===== config.mk =====
export PLATFORM = sky130hd
export DESIGN_NAME = mvb_fifox_rr_scheduler_flat
export DESIGN_NICKNAME = d
export VERILOG_FILES = /design/src/rtl/mvb_fifox_rr_scheduler_if.sv /design/src/rtl/mvb_fifox_rr_scheduler.sv /design/src/flat_wrapper.sv
export SDC_FILE = /design/constraint.sdc
export NUM_CORES = 1
export LEC_CHECK = 0
export CAP_MARGIN = 25
export CELL_PAD_IN_SITES_DETAIL_PLACEMENT = 0
export CELL_PAD_IN_SITES_GLOBAL_PLACEMENT = 1
export CORE_MARGIN = 3
export CORE_UTILIZATION = 26
export DETAILED_ROUTE_END_ITERATION = 12
export PLACE_DENSITY = 0.85
export SLEW_MARGIN = 20
export SYNTH_ARGS = -nofsm -noshare
export SYNTH_HDL_FRONTEND = slang
export SYNTH_SLANG_ARGS = --single-unit

===== constraint.sdc =====
create_clock -name CLK -period 8.1 [get_ports CLK]
set_input_delay 1.215 -clock CLK [delete_from_list [all_inputs] [get_ports CLK]]
set_output_delay 1.215 -clock CLK [all_outputs]
set_load 0.05 [all_outputs]

===== src/rtl/mvb_fifox_rr_scheduler_if.sv =====
// mvb_fifox_rr_scheduler_if: bundle of RX_PORTS MVB requesters, the FIFOX write side and the FIFOX almost-full flag
//   master: requesters + FIFOX (drives rx_*, tx_dst_rdy, fifo_afull)
//   slave : scheduler (drives rx_dst_rdy, tx_*)
interface mvb_fifox_rr_scheduler_if #(
    parameter int RX_PORTS   = 4,
    parameter int DATA_WIDTH = 64,
    parameter int SRC_WIDTH  = (RX_PORTS > 1) ? $clog2(RX_PORTS) : 1
);
    logic [RX_PORTS*DATA_WIDTH-1:0] rx_data;
    logic [RX_PORTS-1:0]            rx_vld;
    logic [RX_PORTS-1:0]            rx_src_rdy;
    logic [RX_PORTS-1:0]            rx_dst_rdy;
    logic [DATA_WIDTH-1:0]          tx_data;
    logic [SRC_WIDTH-1:0]           tx_src;
    logic                           tx_vld;
    logic                           tx_src_rdy;
    logic                           tx_dst_rdy;
    logic                           fifo_afull;
    modport master (
        output rx_data, rx_vld, rx_src_rdy, tx_dst_rdy, fifo_afull,
        input  rx_dst_rdy, tx_data, tx_src, tx_vld, tx_src_rdy
    );
    modport slave (
        input  rx_data, rx_vld, rx_src_rdy, tx_dst_rdy, fifo_afull,
        output rx_dst_rdy, tx_data, tx_src, tx_vld, tx_src_rdy
    );
endinterface


===== src/rtl/mvb_fifox_rr_scheduler.sv =====
// mvb_fifox_rr_scheduler: round-robin, burst-bounded sharing of one FIFOX write port among RX_PORTS MVB requesters
//   CLK, RESET : single clock, synchronous active-high reset
//   bus.rx_*   : per-port items in, rx_dst_rdy grants (empty words acked at once)
//   bus.tx_*   : registered item toward FIFOX, tagged with source port index
//   bus.fifo_afull : blocks new grants combinationally
module mvb_fifox_rr_scheduler #(
    parameter int RX_PORTS   = 4,
    parameter int DATA_WIDTH = 64,
    parameter int MAX_BURST  = 4,
    parameter int SRC_WIDTH  = (RX_PORTS > 1) ? $clog2(RX_PORTS) : 1
) (
    input logic CLK,
    input logic RESET,
    mvb_fifox_rr_scheduler_if.slave bus
);
    localparam int BW = (MAX_BURST > 1) ? $clog2(MAX_BURST) : 1;

    logic [SRC_WIDTH-1:0] h;
    logic [SRC_WIDTH-1:0] g;
    logic [BW-1:0]        burst_cnt;
    logic                 fresh;
    logic [RX_PORTS-1:0]  req;
    logic                 others;
    logic                 keep;
    logic                 free;
    logic                 take;

    assign req    = bus.rx_src_rdy & bus.rx_vld;
    assign free   = !bus.tx_src_rdy | bus.tx_dst_rdy;
    assign take   = !RESET & free & !bus.fifo_afull & (|req);
    assign others = |(req & ~(RX_PORTS'(1) << h));
    // fresh marks "no holder yet" after reset so the scan starting at h+1 lets port 0 win first
    assign keep   = !fresh && req[h] && (int'(burst_cnt) < MAX_BURST - 1 || !others);

    // descending loop: the smallest offset from h+1 is assigned last and wins
    always_comb begin
        g = h;
        if (!keep)
            for (int k = RX_PORTS; k >= 1; k--)
                if (req[(int'(h) + k) % RX_PORTS]) g = SRC_WIDTH'((int'(h) + k) % RX_PORTS);
    end

    always_comb begin
        bus.rx_dst_rdy = RESET ? '0 : bus.rx_src_rdy & ~bus.rx_vld;
        if (take) bus.rx_dst_rdy[g] = 1'b1;
    end

    always_ff @(posedge CLK) begin
        if (RESET) begin
            h              <= SRC_WIDTH'(RX_PORTS - 1);
            burst_cnt      <= '0;
            fresh          <= 1'b1;
            bus.tx_data    <= '0;
            bus.tx_src     <= '0;
            bus.tx_src_rdy <= 1'b0;
            bus.tx_vld     <= 1'b0;
        end else if (take) begin
            h              <= g;
            fresh          <= 1'b0;
            burst_cnt      <= (fresh || g != h) ? '0 :
                              (int'(burst_cnt) < MAX_BURST - 1) ? burst_cnt + 1'b1 : burst_cnt;
            bus.tx_data    <= bus.rx_data[int'(g)*DATA_WIDTH +: DATA_WIDTH];
            bus.tx_src     <= g;
            bus.tx_src_rdy <= 1'b1;
            bus.tx_vld     <= 1'b1;
        end else if (bus.tx_dst_rdy) begin
            bus.tx_src_rdy <= 1'b0;
            bus.tx_vld     <= 1'b0;
        end
    end
endmodule


===== src/flat_wrapper.sv =====
// flat-port wrapper written by rule: the top's interface ports become plain ports
module mvb_fifox_rr_scheduler_flat 
#(
    parameter int RX_PORTS   = 4,
    parameter int DATA_WIDTH = 64,
    parameter int MAX_BURST  = 4,
    parameter int SRC_WIDTH  = (RX_PORTS > 1) ? $clog2(RX_PORTS) : 1
)
  (CLK, RESET, bus_rx_data, bus_rx_vld, bus_rx_src_rdy, bus_tx_dst_rdy, bus_fifo_afull, bus_rx_dst_rdy, bus_tx_data, bus_tx_src, bus_tx_vld, bus_tx_src_rdy);
  mvb_fifox_rr_scheduler_if #(.RX_PORTS(RX_PORTS), .DATA_WIDTH(DATA_WIDTH), .SRC_WIDTH(SRC_WIDTH)) bus_i ();
  input logic CLK;
  input logic RESET;
  input wire logic [$bits(bus_i.rx_data)-1:0] bus_rx_data;
  input wire logic [$bits(bus_i.rx_vld)-1:0] bus_rx_vld;
  input wire logic [$bits(bus_i.rx_src_rdy)-1:0] bus_rx_src_rdy;
  input wire logic [$bits(bus_i.tx_dst_rdy)-1:0] bus_tx_dst_rdy;
  input wire logic [$bits(bus_i.fifo_afull)-1:0] bus_fifo_afull;
  output wire logic [$bits(bus_i.rx_dst_rdy)-1:0] bus_rx_dst_rdy;
  output wire logic [$bits(bus_i.tx_data)-1:0] bus_tx_data;
  output wire logic [$bits(bus_i.tx_src)-1:0] bus_tx_src;
  output wire logic [$bits(bus_i.tx_vld)-1:0] bus_tx_vld;
  output wire logic [$bits(bus_i.tx_src_rdy)-1:0] bus_tx_src_rdy;
  assign bus_i.rx_data = bus_rx_data;
  assign bus_i.rx_vld = bus_rx_vld;
  assign bus_i.rx_src_rdy = bus_rx_src_rdy;
  assign bus_i.tx_dst_rdy = bus_tx_dst_rdy;
  assign bus_i.fifo_afull = bus_fifo_afull;
  assign bus_rx_dst_rdy = bus_i.rx_dst_rdy;
  assign bus_tx_data = bus_i.tx_data;
  assign bus_tx_src = bus_i.tx_src;
  assign bus_tx_vld = bus_i.tx_vld;
  assign bus_tx_src_rdy = bus_i.tx_src_rdy;
  mvb_fifox_rr_scheduler #(.RX_PORTS(RX_PORTS), .DATA_WIDTH(DATA_WIDTH), .MAX_BURST(MAX_BURST), .SRC_WIDTH(SRC_WIDTH)) u_core (.CLK(CLK), .RESET(RESET), .bus(bus_i));
endmodule

## Yosys cells after proc, flatten, opt, wreduce, memory -nomap -nowiden

Cells that the tools add are included.

- Register bits after elaboration: 72
- Input port bits: 268
- Output and inout port bits: 72
- Logic and storage cells: 82

- $add $sub $neg: 5
- Order comparisons: 8
- Equality and inequality tests: 1
- Shift operators: 2
- Mux-type cells: 27
- Bitwise gates (word level): 14
- Reductions and logical operators: 19

Operator list:

| cell | number |
|---|---|
| 256-bit by 9-bit variable part select with 64-bit output | 1 |
| 3-bit by 4-bit less-than comparator with 1-bit output (second input constant) | 4 |
| 2-bit 2-to-1 mux | 7 |
| 4-bit AND | 3 |
| 1-bit 2-to-1 mux | 12 |
| 1-bit binary-select mux with 2-bit select | 5 |
| 4-bit 2-to-1 mux | 2 |
| 4-bit inverter | 2 |
| 2-bit OR reduction | 4 |
| 4-bit OR reduction | 2 |
| 2-bit by 1-bit adder with 2-bit output (second input constant) | 3 |
| 2-bit by 3-bit less-than comparator with 1-bit output (second input constant) | 2 |
| 1-bit logical NOT | 5 |
| 2-bit adder (second input constant) | 2 |
| 1-bit AND (first input constant) | 4 |
| 4-bit OR | 1 |
| 2-bit nonzero test | 2 |
| 1-bit by 2-bit << shifter with 4-bit output (first input constant) | 1 |
| 1-bit AND | 3 |
| 1-bit logical AND | 3 |
| 1-bit demux with 2-bit select | 1 |
| 2-bit by 1-bit >= comparator with 1-bit output (second input constant) | 1 |
| 1-bit logical OR | 2 |
| 2-bit less-than comparator (second input constant) | 1 |
| 3 further kinds | 3 |

## Longest topological paths before layout

- Depth in word-level cells: 17
- Depth in mapped cells: 14
- Gate-level depth less buffers: 9

## Worst setup path after synthesis

Ideal clock, no wire load.

- Kind: input -> output
- From: input port bus_rx_vld[2]
- To: output port bus_rx_dst_rdy[1]
- Arrival time: 3.865 ns
- Data required time: 6.885 ns
- Path slack: 3.020 ns
- Stages on the path: 10
- Buffers on the path: 4
- Cells stage by stage: and2_1 -> mux2_2 -> a32oi_2 -> a21oi_2 -> or2_1 -> buf_2 -> buf_6 -> buf_6 -> buf_6 -> o21ai_0

- Word-level cells in the longest chain between the ends: 15
- Elaborated cells between the ends (all ways): 35
- Classes of those cells: 2 x order compare; 22 x mux; 4 x bitwise; 7 x reduce/logical

Ends and longest elaborated chain:

| element | line | text |
|---|---|---|
| from (decl) | flat_wrapper.sv:14 | `input wire logic [$bits(bus_i.rx_vld)-1:0] bus_rx_vld;` |
| 4-bit AND * | mvb_fifox_rr_scheduler.sv:28 | `assign req = bus.rx_src_rdy & bus.rx_vld;` |
| 1-bit binary-select mux with 2-bit select | mvb_fifox_rr_scheduler.sv:40 | `if (req[(int'(h) + k) % RX_PORTS]) g = SRC_WIDTH'((int'(h) + k) % RX_PORTS);` |
| 1-bit 2-to-1 mux (not written as such) (2 in series) | mvb_fifox_rr_scheduler.sv:40 |  |
| 2-bit 2-to-1 mux (4 in series) | mvb_fifox_rr_scheduler.sv:40 |  |
| 2-bit 2-to-1 mux | mvb_fifox_rr_scheduler.sv:38 | `if (!keep)` |
| 2-bit by 3-bit less-than comparator with 1-bit output (not written as such) / 2-bit by 1-bit >= comparator with 1-bit output (equally long branches) | mvb_fifox_rr_scheduler.sv:45 | `if (take) bus.rx_dst_rdy[g] = 1'b1;` |
| 1-bit logical AND (not written as such) | mvb_fifox_rr_scheduler.sv:45 |  |
| 1-bit 2-to-1 mux (not written as such) | mvb_fifox_rr_scheduler.sv:45 |  |
| 1-bit demux with 2-bit select | - |  |
| 4-bit OR (no source line) | - |  |
| 4-bit 2-to-1 mux * | mvb_fifox_rr_scheduler.sv:45 |  |
| to (decl) | flat_wrapper.sv:18 | `output wire logic [$bits(bus_i.rx_dst_rdy)-1:0] bus_rx_dst_rdy;` |

Mark *: on every way between the ends. The rest lies on a longest branch, timed or not. The select of a mux whose other input is x is not followed.

## Worst setup path in the final report

- From: input port bus_rx_vld[0]
- To: output port bus_rx_dst_rdy[3]

The elaborated chain is that of the path after synthesis.

==> results.md <==
- Global routing consumed, over all layers together, 19.6% of the routing resources.
- The ratio of total power to cell area is 154 nW/um^2.
- Setup violations remaining at the end of the flow were counted as 0.
- The mean area per synthesized cell is 8.86 sq um.
- The detail route stage leaves a number of antenna-violating nets equal to 0.
- The number of cells upsized or downsized after cts is 0.
- Yosys printed 0 warnings.
- The commonest cells after synthesis are sky130_fd_sc_hd__a211oi_1, sky130_fd_sc_hd__dfxtp_1, sky130_fd_sc_hd__mux2i_1.
- The number of nets in the synthesized netlist is 811.
- The capture instance of the worst register-to-register path is u_core.bus.tx_data[49]$_SDFFE_PP0P_.
- The number of clock buffers inserted by TritonCTS is 9.
- Leaving out filler cells and counting taps, the final layout contains 1,066.
- The repair_antennas step left the layout with diodes totalling 0.
- Using the TritonRoute via totals, the vias-per-cell ratio works out to 5.16.
- 340 I/O pins were placed.
- The number of flops mapped to enable cells by yosys is 0.
- The floorplan die area is 20,000 sq um.
- The total of flip-flops plus latches after synthesis is 72.
- In this run the number of H-tree levels came out at 3.
- From bottom edge to top edge, the die measures 141 um.
- The worst register-to-register path begins at u_core.h[0]$_SDFFE_PP1P_.
- The total standard cell area after synthesis is 4770 sq um.
- The wire length of the first global-routing pass is 31,000 um.
- At the end of routability-driven placement, the weighted congestion stood at 0.840.
- The headroom to the max-slew limit is 37.3%.
- The maximum number of pins on one net before global-route repair is 73.
- The post-cts hold buffer count is 0.
- In this run the worst path has a maximum fanout of 72.
- The worst setup path is launched from a primary input.
- The first TritonRoute pass finished after 5 iterations.
- At the worst endpoint, the required time is 6880 ps.
- The worst setup path is of the in -> out kind.
- The iteration-0 DRC count of the detailed router is 207.
- The placeable core region is 17,600 sq um.
- The average routed wire per standard cell is 19.4 um.
- For met1 alone, demand over resource in global routing was 24.4%.
- The worst-case setup slack after placement is 2430 ps.
- The worst path uses 70.8% of the clock period.
- The site row count is 48.
- The fraction of final layout cells with drive strength greater than 1 is 4.88%.
- The hold path startpoint is u_core.bus.tx_data[59]$_SDFFE_PP0P_.
- The number of global-route vias before repair is 5,502.
- The met2 usage in global routing is 33.1%.
- The post-CTS setup buffer count is 0.
- For this configuration, the core starts out at a cell density of 27.1%.
- The number of clock sinks is 72.
- The fraction of post-synthesis cell area in the top cell type by area is 30.2%.
- The arrival time reported for the critical path endpoint is 4520 ps.
- The clock edge transition at the registers on the reported setup and hold paths is 60 ps.
- Setup total negative slack on the finished layout was measured at 0 ps.
- In this run the clock root is driven by a sky130_fd_sc_hd__clkbuf_16.
- The routing usage on met3 is 6.17%.
- The worst-case IR drop observed on VDD is 0.0000917 V.
- The latest clock arrival within the worst-skew pair is 340 ps.
- The wire length reported by the detailed router is 20,700 um.
- The most common cell in the netlist is sky130_fd_sc_hd__a211oi_1.
- The number of antenna violations at the first check in global routing is 0.
- Setup repair after global routing left no endpoint under its margin.
- Overall power consumption after layout is estimated at 1.31 mW.
- The area overhead of the layout relative to synthesis is 78.0%.
- The path class of the tightest hold or removal check is reg -> reg.
- The final routed DRC violation total is 0.
- The worst hold path was traced through 2 stages.
- The hold path endpoint is u_core.bus.tx_data[59]$_SDFFE_PP0P_.
- The number of hold-slack violations in the final timing report is 0.
- The depth of the most critical reg-to-reg path is 12.
- The synthesized netlist cell count is 538.
- Buffers placed on the I/O ports in this run total 339.
- Based on the critical path, the design can be clocked at up to 0.174 GHz.
- Of all flip-flops after synthesis, the portion carrying an async set or reset was 0%.
- The number of max-slew violations in the final report is 0.
- The sequential fraction of the synthesis area is 30.2%.
- The most area-hungry cell type in the Yosys netlist is sky130_fd_sc_hd__dfxtp_1.
- The TritonCTS clock tree is done.
- Counting tap cells, the placed design contains a total of 1,050 instances.
- The tool flagged a number of max-cap violations equal to 0.
- On the final layout, the worst clock skew is 11.9 ps.
- The flow ran to the end, and the final reports show no timing, DRC or antenna violations.
- Across all setup checks in the final design, the least slack found is 2370 ps.
- From left edge to right edge, the die measures 141 um.
- The count of cell types in the netlist is 47.
- The count of fill cells added during filler insertion is 1,714.
- The leading register cell type out of synthesis is sky130_fd_sc_hd__dfxtp_1.
- The leftover overflow at the end of global routing is 0.
- In this run the static leakage power is 2.89 nW.
- For flop-to-flop paths, the worst setup slack is 3470 ps.
- The kind of end point of the critical path is a primary output.
- In this run the deepest clock path goes through 2 buffers.
- For this run, the post-layout net count is 1,109.
- Ranked by total cell area, the synthesized netlist is headed by sky130_fd_sc_hd__dfxtp_1, sky130_fd_sc_hd__mux2i_1, sky130_fd_sc_hd__a211oi_1.
- In this run the most used layer during global routing was met2.
- The vias after detailed routing is 5,503.
- Counting I/O delays and the setup requirement, the final critical path takes 5730 ps.
- The detailed placement HPWL is 15,000 um.
- For the pin with the worst max-slew slack, the measured transition is 940 ps.
## registers in the layout, summed over array words and instances (netlist names)
| signal | cells |
|---|---|
| u_core.bus.tx_src | 2 |
| u_core.fresh | 1 |
| u_core.bus.tx_data | 64 |
| u_core.h | 2 |
| u_core.bus.tx_vld | 1 |
| u_core.burst_cnt | 2 |
## layout by cell type (no fill, tap or decap), drive strengths merged, types with 4 or more instances in the layout
cell and n:
and2 5, nand2 5, buf 11, a2111oi 46
nand3b 5, ha 5, nand3 4, mux2i 65
clkdlybuf4s50 338, nor3b 64, a211oi 83, dfxtp 72
a21oi 8, inv 8, o21ai 24, nor2 53
clkinv 6, clkbuf 9
## cells by family (layout without fill, tap and decap cells)
family,count (synthesis),count (layout),share of synthesized area [%]
AO/OA/AOI/OAI,181,181,29.6
adder cells (fa/ha/maj),5,5,1.31
buffers and inverters,70,373,7.25
flip-flops,72,72,30.2
multiplexers,67,67,14.1
AND/OR/NAND/NOR,143,143,17.4
## metal layers
layer | wire, um | share of wire [%]
met3 | 2010 | 9.7
met1 | 8520 | 41
met4 | 240 | 1.2
met2 | 9930 | 48
met5 | 0 | 0
## critical path, cell delays in order
cell and delay [ps]:
sky130_fd_sc_hd__clkdlybuf4s50_1 570, sky130_fd_sc_hd__and2_1 220, sky130_fd_sc_hd__a21oi_1 110, sky130_fd_sc_hd__a2111oi_4 410
sky130_fd_sc_hd__buf_4 660, sky130_fd_sc_hd__and2_2 310, sky130_fd_sc_hd__a32o_1 140, sky130_fd_sc_hd__clkdlybuf4s50_1 810
## power by group
group          switching, mW  leakage (nW)  internal (mW)
sequential            0.0183         0.591          0.382
clock                  0.162         0.135          0.207
combinational          0.289          2.16          0.251
total                  0.469          2.89          0.841
## cell type report
cell class              count  area, sq um  share of cell area [%]
clock buffers               9          225                    2.66
clock inverters             7         48.8                   0.575
inverters                   8         30.0                   0.354
multi-input cells         396         2990                    35.3
flip-flops and latches     72         1440                    17.0
well taps                 225          282                    3.32
repair buffers            349         3460                    40.8
## worst max path at each step
stage | from | to | cells past startpoint
3_3_place_gp | bus_rx_vld[0] | bus_rx_dst_rdy[3] | 8
4_1_cts | bus_rx_vld[0] | bus_rx_dst_rdy[3] | 8
6_report | bus_rx_vld[0] | bus_rx_dst_rdy[3] | 8
2_1_floorplan | bus_rx_vld[2] | bus_rx_dst_rdy[1] | 10
5_1_grt | bus_rx_vld[0] | bus_rx_dst_rdy[3] | 8
3_5_place_dp | bus_rx_vld[0] | bus_rx_dst_rdy[3] | 8
## per-stage QoR
step / hold slack, ps / util, % / cell area, sq um
CTS: 497 / 48.2 / 8480
global route: 512 / 48.2 / 8480
global placement: 466 / 46.6 / 8210
finish: 498 / 48.2 / 8480
floorplan: 446 / - / 4770
detailed placement: 480 / 46.6 / 8210
No activity file was read; power rests on OpenSTA's default activity.
